==> src/rtl/axi_lite_arbiter_pkg.sv <==
// Shared types and constants for the two-master AXI-lite arbiter.
// Fixed-priority tie-break is selected with the AXI_ARB_FIXED_PRIO_EN macro.
package axi_lite_arbiter_pkg;

  localparam int CPU_WIDTH = 32;

  typedef enum logic [1:0] {
    ARB_IDLE = 2'd0,
    ARB_RD   = 2'd1,
    ARB_WR   = 2'd2
  } arb_state_t;

  localparam logic [1:0] RESP_OKAY   = 2'b00;
  localparam logic [1:0] RESP_SLVERR = 2'b10;

  // Place a single-bit handshake signal into the slot of the granted master.
  function automatic logic [1:0] to_slot(input logic en, input logic g);
    return en ? (g ? 2'b10 : 2'b01) : 2'b00;
  endfunction

endpackage

==> src/rtl/axi_lite_arbiter_pick2.sv <==
// Two-way winner selection: round-robin on last-served master, or fixed
// priority to m1 (LSU) when AXI_ARB_FIXED_PRIO_EN is defined.
module axi_lite_arbiter_pick2 (
  input  logic [1:0] req,
  input  logic       last,
  output logic       win
);

`ifdef AXI_ARB_FIXED_PRIO_EN
  wire unused_last = last;

  always_comb begin
    win = req[1];
  end
`else
  // NOTE: every combinational output gets a default first so no path infers a latch.
  always_comb begin
    win = 1'b0;
    case (req)
      2'b10:   win = 1'b1;
      2'b11:   win = ~last;
      default: win = 1'b0;
    endcase
  end
`endif

endmodule

==> src/rtl/axi_lite_arbiter.sv <==
// Two-master (IFU=m0, LSU=m1), one-slave AXI-lite arbiter, one transaction
// outstanding. Define AXI_ARB_FIXED_PRIO_EN for fixed m1 priority on ties.
module axi_lite_arbiter
  import axi_lite_arbiter_pkg::*;
#(
  parameter int DATA_W = CPU_WIDTH,
  parameter int STRB_W = CPU_WIDTH / 8
) (
  input  logic                  i_clk,
  input  logic                  i_rst_n,
  // master side, master i occupies slice i
  input  logic [2*DATA_W-1:0]   m_awaddr,
  input  logic [1:0]            m_awvalid,
  output logic [1:0]            m_awready,
  input  logic [2*DATA_W-1:0]   m_wdata,
  input  logic [2*STRB_W-1:0]   m_wstrb,
  input  logic [1:0]            m_wvalid,
  output logic [1:0]            m_wready,
  output logic [3:0]            m_bresp,
  output logic [1:0]            m_bvalid,
  input  logic [1:0]            m_bready,
  input  logic [2*DATA_W-1:0]   m_araddr,
  input  logic [1:0]            m_arvalid,
  output logic [1:0]            m_arready,
  output logic [2*DATA_W-1:0]   m_rdata,
  output logic [3:0]            m_rresp,
  output logic [1:0]            m_rvalid,
  input  logic [1:0]            m_rready,
  // slave side
  output logic [DATA_W-1:0]     s_awaddr,
  output logic                  s_awvalid,
  input  logic                  s_awready,
  output logic [DATA_W-1:0]     s_wdata,
  output logic [STRB_W-1:0]     s_wstrb,
  output logic                  s_wvalid,
  input  logic                  s_wready,
  input  logic [1:0]            s_bresp,
  input  logic                  s_bvalid,
  output logic                  s_bready,
  output logic [DATA_W-1:0]     s_araddr,
  output logic                  s_arvalid,
  input  logic                  s_arready,
  input  logic [DATA_W-1:0]     s_rdata,
  input  logic [1:0]            s_rresp,
  input  logic                  s_rvalid,
  output logic                  s_rready
);

  arb_state_t state;
  logic       gnt;
  logic       last;
  logic       aw_done;
  logic       w_done;
  logic [1:0] req;
  logic       win;
  logic       rd_st;
  logic       wr_st;

  assign req   = m_arvalid | m_awvalid;
  assign rd_st = (state == ARB_RD);
  assign wr_st = (state == ARB_WR);

  axi_lite_arbiter_pick2 u_pick (
    .req  (req),
    .last (last),
    .win  (win)
  );

  // NOTE: sequential state uses non-blocking assignments so every flop samples pre-edge values.
  always_ff @(posedge i_clk or negedge i_rst_n) begin
    if (!i_rst_n) begin
      state   <= ARB_IDLE;
      gnt     <= 1'b0;
      last    <= 1'b1;
      aw_done <= 1'b0;
      w_done  <= 1'b0;
    end else begin
      case (state)
        ARB_IDLE: begin
          if (|req) begin
            gnt   <= win;
            state <= m_awvalid[win] ? ARB_WR : ARB_RD;
          end
        end
        ARB_RD: begin
          if (s_rvalid && s_rready) begin
            state <= ARB_IDLE;
            last  <= gnt;
          end
        end
        ARB_WR: begin
          if (s_awvalid && s_awready) aw_done <= 1'b1;
          if (s_wvalid && s_wready)   w_done  <= 1'b1;
          if (s_bvalid && s_bready) begin
            state   <= ARB_IDLE;
            last    <= gnt;
            aw_done <= 1'b0;
            w_done  <= 1'b0;
          end
        end
        default: state <= ARB_IDLE;
      endcase
    end
  end

  // Payloads are muxed unconditionally; only the valid/ready pairs are gated.
  assign s_araddr = gnt ? m_araddr[2*DATA_W-1:DATA_W] : m_araddr[DATA_W-1:0];
  assign s_awaddr = gnt ? m_awaddr[2*DATA_W-1:DATA_W] : m_awaddr[DATA_W-1:0];
  assign s_wdata  = gnt ? m_wdata[2*DATA_W-1:DATA_W]  : m_wdata[DATA_W-1:0];
  assign s_wstrb  = gnt ? m_wstrb[2*STRB_W-1:STRB_W]  : m_wstrb[STRB_W-1:0];

  assign s_arvalid = rd_st & m_arvalid[gnt];
  assign s_rready  = rd_st & m_rready[gnt];
  assign m_arready = to_slot(rd_st & s_arready, gnt);
  assign m_rvalid  = to_slot(rd_st & s_rvalid, gnt);
  assign m_rdata   = {2{s_rdata}};
  assign m_rresp   = {2{s_rresp}};

  // A completed AW or W channel stays quiet until B closes the transaction.
  assign s_awvalid = wr_st & ~aw_done & m_awvalid[gnt];
  assign s_wvalid  = wr_st & ~w_done & m_wvalid[gnt];
  assign s_bready  = wr_st & m_bready[gnt];
  assign m_awready = to_slot(wr_st & ~aw_done & s_awready, gnt);
  assign m_wready  = to_slot(wr_st & ~w_done & s_wready, gnt);
  assign m_bvalid  = to_slot(wr_st & s_bvalid, gnt);
  assign m_bresp   = {2{s_bresp}};

endmodule

==> config.mk <==
export PLATFORM = sky130hd
export DESIGN_NAME = axi_lite_arbiter
export DESIGN_NICKNAME = d
export VERILOG_FILES = /design/src/rtl/axi_lite_arbiter_pkg.sv /design/src/rtl/axi_lite_arbiter_pick2.sv /design/src/rtl/axi_lite_arbiter.sv
export SDC_FILE = /design/constraint.sdc
export NUM_CORES = 1
export LEC_CHECK = 0
export BUFFER_PORTS_ARGS = -buffer_cell sky130_fd_sc_hd__buf_4
export CAP_MARGIN = 20
export CORE_AREA = 2 2 170 172
export CTS_BUF_LIST = sky130_fd_sc_hd__clkbuf_4 sky130_fd_sc_hd__clkbuf_8
export DETAILED_ROUTE_END_ITERATION = 8
export DIE_AREA = 0 0 172 174
export SLEW_MARGIN = 20
export SYNTH_ARGS = -nofsm -noshare
export SYNTH_HDL_FRONTEND = slang
export SYNTH_SLANG_ARGS = --single-unit
==> constraint.sdc <==
create_clock -name i_clk -period 3.3 [get_ports i_clk]
set_input_delay 0.495 -clock i_clk [delete_from_list [all_inputs] [get_ports i_clk]]
set_output_delay 0.495 -clock i_clk [all_outputs]
set_load 0.05 [all_outputs]
# == Word-level counts from Yosys, hierarchy flattened ==
# Cells that the tools add are included.
# word_totals
regBits,6
input_bits,253
word_cells,79
# classes
n_lt_le_gt_ge,2
n_eq_ne,7
mux,35
bitwise_logic,16
reduce_logical,14
# ops
op,count
2-to-1 mux 32 bit,3
2-to-1 mux 2 bit,10
2-to-1 mux 1 bit,18
AND 1 bit,12
equality test 2 bit (second input constant),3
case mux 2 bit (3 select lines),1
AND reduction 2 bit,3
AND reduction 3 bit,2
nonzero test 2 bit,3
logical AND 1 bit,4
< comparator 1 x 2 -> 1 bit (second input constant),2
2-to-1 mux 4 bit,1
!= test 2 x 1 -> 1 bit (second input constant),2
case mux 1 bit (2 select lines),2
inverter 1 bit,3
equality test 2 x 1 -> 1 bit (second input constant),1
zero test 2 bit,1
!= test 2 bit (second input constant),1
OR 2 bit,1
OR reduction 2 bit,1

# == Logic depth before layout (Yosys ltp) ==
# Gate-level depths: netlist (run 1).
# logic_depth
word_depth,8
depth_mapped,5
depth_no_buf,3

# == Hierarchy ==
# A second synthesis (run 1) with hierarchy kept.
# unflattened
hier_cells,245
hier_area_um2,2294.7
# by_module_without_submodules
module,instances,cells_each,area_per_inst_um2,seq_area_each_um2
axi_lite_arbiter,1,244,2283.4,151.4
axi_lite_arbiter_pick2,1,1,11.3,0.0

# == Worst setup path before layout (run 1) ==
# Ideal clock, no wire load.
# synth_path
kind,register -> output
startpoint,register gnt
endpoint,output m_awready[0]
t_arrival_ns,1.909
setup_slack_ns,0.896
path_stages_with_launch,5
path_cell_list,dfrtp_1 buf_6 buf_4 buf_4 nor3_1
# synth_via
elab_chain_cells,2
# synth_lines
item,line_no,source
start: declaration,axi_lite_arbiter.sv:50,logic gnt;
start signal: assignment,axi_lite_arbiter.sv:81,gnt <= win;
2-to-1 mux 2 bit (2 in series),axi_lite_arbiter_pkg.sv:18,return en ? (g ? 2'b10 : 2'b01) : 2'b00;
end: declaration,axi_lite_arbiter.sv:14,"output logic [1:0] m_awready,"
# No other way between the ends.

# == Worst setup path after layout (run 1) ==
# layout_path
startpoint,register gnt
endpoint,output s_araddr[30]
# layout_via
elab_chain_cells,1
# layout_lines
item,line_no,source
2-to-1 mux 32 bit,axi_lite_arbiter.sv:107,assign s_araddr = gnt ? m_araddr[2*DATA_W-1:DATA_W] : m_araddr[DATA_W-1:0];
end: declaration,axi_lite_arbiter.sv:40,"output logic [DATA_W-1:0] s_araddr,"
# No other way between the ends.

==> results of run 1 <==
## flip-flops by register name (all words and copies together) (netlist names)
register and flops:
last 1, state 2, aw_done 1, gnt 1, w_done 1
## worst max path at each step
stage | to | slack, ps
finish | s_araddr[30] | 1050
global placement | s_araddr[30] | 1330
global route | m_wready[1] | 940
CTS | s_araddr[30] | 1050
detailed placement | s_araddr[30] | 1300
floorplan | m_awready[0] | 900
## cells in the mapped netlist (all sizes together)
| cell | instances | area (um2) |
|---|---|---|
| a21boi | 1 | 7.510 |
| nor4 | 1 | 6.260 |
| nor3 | 5 | 25.02 |
| o21ai | 3 | 15.01 |
| buf | 85 | 619.3 |
| o2bb2ai | 1 | 8.760 |
| inv | 2 | 7.510 |
| mux2i | 4 | 56.30 |
| o41ai | 1 | 8.760 |
| nand2 | 4 | 15.01 |
| nor2b | 2 | 12.51 |
| mux2 | 103 | 1164 |
| a31oi | 2 | 12.51 |
| dfrtp | 5 | 125.1 |
| dfstp | 1 | 26.28 |
| nand3b | 1 | 7.510 |
| nand2b | 5 | 31.28 |
| o32ai | 1 | 16.27 |
| a22o | 1 | 8.760 |
| nor2 | 15 | 56.30 |
## power breakdown
| group | switching [uW] | leakage (uW) | internal (uW) |
|---|---|---|---|
| registers | 51.2 | 0.0000700 | 120 |
| clock network | 37.7 | 0.0000262 | 91.8 |
| logic | 2280 | 0.00213 | 1270 |
| total | 2370 | 0.00223 | 1490 |
## stage by stage
| stage | utilization, % | area, um2 | worst slack [ps] | hold slack (ps) |
|---|---|---|---|---|
| 2_1_floorplan | - | 2230 | 896.1 | 199.4 |
| 3_3_place_gp | 16.32 | 4607 | 1325 | 318.7 |
| 3_5_place_dp | 16.32 | 4607 | 1303 | 316.4 |
| 4_1_cts | 16.49 | 4656 | 1047 | 68.90 |
| 5_1_grt | 16.49 | 4656 | 935.9 | 71.44 |
| 6_report | 16.50 | 4658 | 1046 | 75.90 |
## worst reg2reg max path: stages, from the launching register on
cell and delay (ps):
dfrtp_4 460, buf_12 320, mux2i_2 380, o32ai_2 140
mux2_1 320
## metal layers
| layer | up-vias | part of all wire [%] | track usage [%] |
|---|---|---|---|
| li1 | 1283 | - | - |
| met1 | 1204 | 39 | 11.06 |
| met2 | 194 | 50 | 15.68 |
| met3 | 30 | 9.8 | 2.459 |
| met4 | 0 | 1.4 | 1.646 |
| met5 | - | 0 | 0 |
## cell type report
class | instances | area [um2] | share of cell area [%]
clock buffers | 4 | 48.80 | 1.048
repair buffers | 333 | 2512 | 53.93
inverters | 2 | 7.507 | 0.1612
well taps | 384 | 480.5 | 10.31
multi-input cells | 150 | 1451 | 31.16
flip-flops and latches | 6 | 155.1 | 3.331
diodes | 1 | 2.502 | 0.05372
## kinds of logic (layout without fill, tap and decap cells)
group,Yosys count,count (layout),synth area share (%)
other cells,0,1,0
buf+inv,87,339,28.11
compound gates,10,10,3.479
flops,6,6,6.790
simple gates,33,33,6.902
mux,107,107,54.71
==> summary.txt, run 1 <==
Critical path
  • Startpoint types: register
  • CP Cell Sequence: buf_12, mux2_2, buf_4
  • Critical path's slowest cell: dfrtp_4
  • CP max FO: 75
  • Critical path buffers and inverters: 2
  • Top Family by Delay on Critical Path: buffers and inverters
  • Crit Reg-Reg Endpoint: last
  • Reg-to-Reg Start: gnt
  • Reg-to-reg slack, setup: 1600 ps
  • Worst r2r path cells: 4
  • Crit. End Element: primary output
  • Critical path launch point: gnt
  • Crit path depth: 3
  • Required time of the critical path: 2800 ps
  • Kind of critical path: register to primary output
  • Data arrival time of the worst path: 1760 ps
  • Slowest cell delay on critical path: 460 ps

Timing
  • F_max: 443.6 MHz
  • RSZ-0062 raised after global routing: no
  • Crit share post-route: 68.31%
  • Max Slew Vio Count: 0
  • Actual slew at the worst max-slew pin: 483.2 ps
  • Skew final: 2.906 ps
  • Final setup fails: 0
  • Final Hold Fails: 0
  • Final min period: 2254 ps
  • Slew HR: 67.79%
  • Total negative slack: 0 ps

Place
  • Port-buffer cells: 331
  • GPL Wtd Cong: 0.7901
  • Post-detail-place hpwl: 13040 um
  • Placed Instances: 875

Detailed routing
  • Detailed Route WL: 14330 um
  • DRC viols: 0
  • Drt first-iter violations: 86
  • Via density: 3.081
  • Via Count: 2711
  • First-pass DRT Iterations: 4
  • DR WL/cell: 16.28 um
  • Routed Antenna Nets: 0

Finish
  • Area Growth Syn to Fin: 108.9%
  • Final-layout fill cell count: 3240
  • Layout Nets: 749
  • Share of layout cells above drive strength 1: 89.70%
  • Most common cell after layout, fill and taps aside: buf_4
  • Leading cell types in the layout, fill and taps excluded: 332 x buf_4, 101 x mux2_2, 15 x nor2_1, 5 x nand2b_1, 5 x nor3_1
  • Finished Layout Cells: 880

Clock network
  • CTS tree: yes
  • Worst-Skew Late Latency: 230 ps
  • Sink Count: 6
  • Root buffer cell: clkbuf_8
  • Clock Tree Buf Depth: 2
  • Num CTS Buffers: 3
  • Cells resized by post-CTS repair: 0
  • Post-CTS Hold Buffers: 0
  • Total setup buffers inserted after CTS: 0
  • Reg clk slew, reported paths: 40 ps
  • H-Tree Depth: 1

Synthesis
  • Avg Inst Size Synth: 9.175 um2
  • Sequential area share after synthesis: 6.790%
  • Synth Cell Area: 2230 um2
  • Cell count after synthesis: 243
  • FF+latch count, synth: 6
  • Synthesized net count: 496
  • Yosys Warn Count: 0
  • Distinct cells, synth: 26

Floorplanning
  • CORE AREA: 28240 um2
  • Die ar.: 29930 um2
  • Cell Rows: 62
  • Starting Density: 7.896%
  • Die height: 174 um
  • Chip width: 172 um
  • IO Count: 440

Global route
  • Remaining Overflow, GRT: 0
  • Initial antenna violation count: 1
  • Largest net degree at the start of global routing: 76
  • Vias in the first global route: 2863
  • Gr usage total: 8.989%
  • First-pass GRT wire length: 19380 um

Power
  • Pwr Density: 827.5 nW/um2
  • Total Power: 3855 uW
  • Peak VDD IR: 0.4652 mV
  • Leakage: 0.002225 uW

Outcome
  • Run status: finished clean

Flow run
  • Max cap viols: 0

Min path
  • Hold WC Path Type: primary input to asynchronous set/reset pin
Power figures use the tool's default switching activity.
==> run 2: changes to the inputs <==
Settings changed: CORE_AREA 2 2 170 172 to 2 2 171 173, DIE_AREA 0 0 172 174 to 0 0 173 175.
Clock period 3.3 ns to 2.3 ns, I/O delays scaled along.
==> run 2 against run 1 <==
  * Die area up 1.2%
  * Combinational power up 42%
  * Register-to-register slack worse by 800 ps
  * Largest power group unchanged
  * Largest cell class unchanged
  * Hold slack better by 330 ps
  * Clock power up 39%
  * Sequential power up 69%
  * Setup slack worse by 850 ps
  * Clock skew down 2.0 ps
  * Clock-buffer cell count unchanged
  * Cell area up 0.59%
==> summary.txt, run 2 (synthesis gave the netlist of run 1 again) <==
Outcome
  • Run status: finished clean (unchanged)

Critical path
  • Crit. End Element: primary output (unchanged)
  • Required time of the critical path: 1960 ps (was 2800 ps)
  • Startpoint types: register (unchanged)
  • CP max FO: 49 (was 75)
  • Data arrival time of the worst path: 1760 ps (about the same)
  • Kind of critical path: register to primary output (unchanged)

Clock network
  • H-Tree Depth: 1 (unchanged)
  • Sink Count: 6 (unchanged)
  • Clock Tree Buf Depth: 2 (unchanged)
  • Worst-Skew Late Latency: 220 ps (was 230 ps)
  • CTS tree: yes (unchanged)
  • Num CTS Buffers: 3 (unchanged)
  • Root buffer cell: clkbuf_8 (unchanged)
  • Cells resized by post-CTS repair: 0 (unchanged)
  • Reg clk slew, reported paths: 40 ps (about the same)

Floorplanning
  • Chip width: 173 um (was 172 um)
  • Die height: 175 um (was 174 um)
  • Die ar.: 30280 um2 (was 29930 um2)
  • Starting Density: 7.853% (was 7.896%)
  • CORE AREA: 28390 um2 (was 28240 um2)
  • IO Count: 440 (unchanged)
  • Cell Rows: 62 (unchanged)

Power
  • Leakage: 0.002239 uW (was 0.002225 uW)
  • Peak VDD IR: 0.4877 mV (was 0.4652 mV)
  • Total Power: 5497 uW (was 3855 uW)
  • Pwr Density: 1173 nW/um2 (was 827.5 nW/um2)

Detailed routing
  • DRC viols: 0 (unchanged)
  • Via density: 3.123 (was 3.081)
  • Routed Antenna Nets: 0 (unchanged)
  • Via Count: 2751 (was 2711)
  • First-pass DRT Iterations: 4 (unchanged)
  • Detailed Route WL: 12420 um (was 14330 um)
  • Drt first-iter violations: 44 (was 86)
  • DR WL/cell: 14.10 um (was 16.28 um)

Finish
  • Number of diodes: 0 (was 1)
  • Most common cell after layout, fill and taps aside: buf_4 (unchanged)
  • Fin util: 16.50% (about the same)
  • Layout Nets: 751 (was 749)
  • Area Growth Syn to Fin: 110.2% (was 108.9%)
  • Final-layout fill cell count: 3214 (was 3240)
  • Max reg flops: 2 (unchanged)
  • Biggest register: state (unchanged)
  • Share of layout cells above drive strength 1: 89.54% (was 89.70%)
  • Leading cell types in the layout, fill and taps excluded: 332 x buf_4, 101 x mux2_2, 15 x nor2_1, 5 x nand2b_1, 5 x nor3_1 (unchanged)
  • Final instance area: 4686 um2 (was 4658 um2)

Timing
  • Final setup fails: 0 (unchanged)
  • Max Slew Vio Count: 0 (unchanged)
  • F_max: 474.5 MHz
  • Slew HR: 70.47% (was 67.79%)
  • Crit share post-route: 91.63%
  • Actual slew at the worst max-slew pin: 442.0 ps (was 483.2 ps)
  • RSZ-0062 raised after global routing: no (unchanged)
  • Total negative slack: 0 ps (unchanged)
  • Final min period: 2108 ps
  • Skew final: 0.8852 ps (was 2.906 ps)
  • Final Hold Fails: 0 (unchanged)

Place
  • Cell Area, Placed: 4627 um2 (was 4607 um2)
  • Post-detail-place hpwl: 11260 um (was 13040 um)
  • Port-buffer cells: 331 (unchanged)
  • GPL Wtd Cong: 0.7841 (was 0.7901)

Flow run
  • Max cap viols: 0 (unchanged)

Min path
  • Hold WC Path Type: primary input to register (was primary input to asynchronous set/reset pin)

Global route
  • Initial antenna violation count: 0 (was 1)
  • Largest net degree at the start of global routing: 50 (was 76)
  • Vias in the first global route: 2901 (was 2863)
  • Remaining Overflow, GRT: 0 (unchanged)
  • First-pass GRT wire length: 17380 um (was 19380 um)
  • Gr usage total: 7.518% (was 8.989%)
[run 2: cell count changes in the layout (fill, tap and decap cells not counted)]
cell           change
diode_2            -1
buf_12             +1
dlygate4sd3_1      +1
[run 2: path summary, 6_finish.rpt]
kind                          start            to  slack (ps)  depth (start not counted)
setup / recovery                gnt  s_awaddr[22]         190                          3
max in group asynchronous   i_rst_n          last        1620                          2
min in group asynchronous   i_rst_n           gnt         480                          2
hold / removal             s_wready        w_done         400                          3
setup reg to reg                gnt          last         800                          3
hold reg to reg              w_done        w_done         520                          2
[run 2: power breakdown]
| part | total, uW | switching [uW] | internal [uW] |
|---|---|---|---|
| sequential | 290 | 118 | 172 |
| clock | 181 | 49.9 | 131 |
| combinational | 5030 | 3160 | 1860 |
[run 2: final cells by class]
class / count / area [um2] / area share [%]
multi-input combinational: 150 / 1451 / 30.97
timing repair buffer: 335 / 2542 / 54.26
clock buffer: 4 / 48.80 / 1.041
inverter: 2 / 7.507 / 0.1602
tap: 384 / 480.5 / 10.25
sequential: 6 / 155.1 / 3.311
[run 2: what timing repair did]
action / 4_1_cts / 5_1_grt
buffers inserted: 0 / 0
hold buffers: 1 / 0
hold endpoints to repair: 5 / 0
[run 2: per-layer routing]
metal,vias up,global-route usage [%],routed length [um]
met3,35,2.981,1509
li1,1291,-,-
met4,0,2.083,309
met1,1189,8.680,4734
met2,236,12.87,5868
met5,-,0,0
[run 2: worst max-delay path, cell delays in order, from the launching register on]
cell and delay [ps]:
dfrtp_4 600, buf_12 280, mux2_2 390, buf_4 190
[run 2: stage by stage]
step | instances | setup slack (ps) | hold slack (ps)
final | 881 | 192.5 | 402.3
after global routing | 881 | 123.0 | 412.9
after CTS | 881 | 174.0 | 390.1
after detailed placement | 876 | 412.5 | 160.0
after global placement | 876 | 430.5 | 158.5
after floorplan | 243 | 46.13 | 49.41
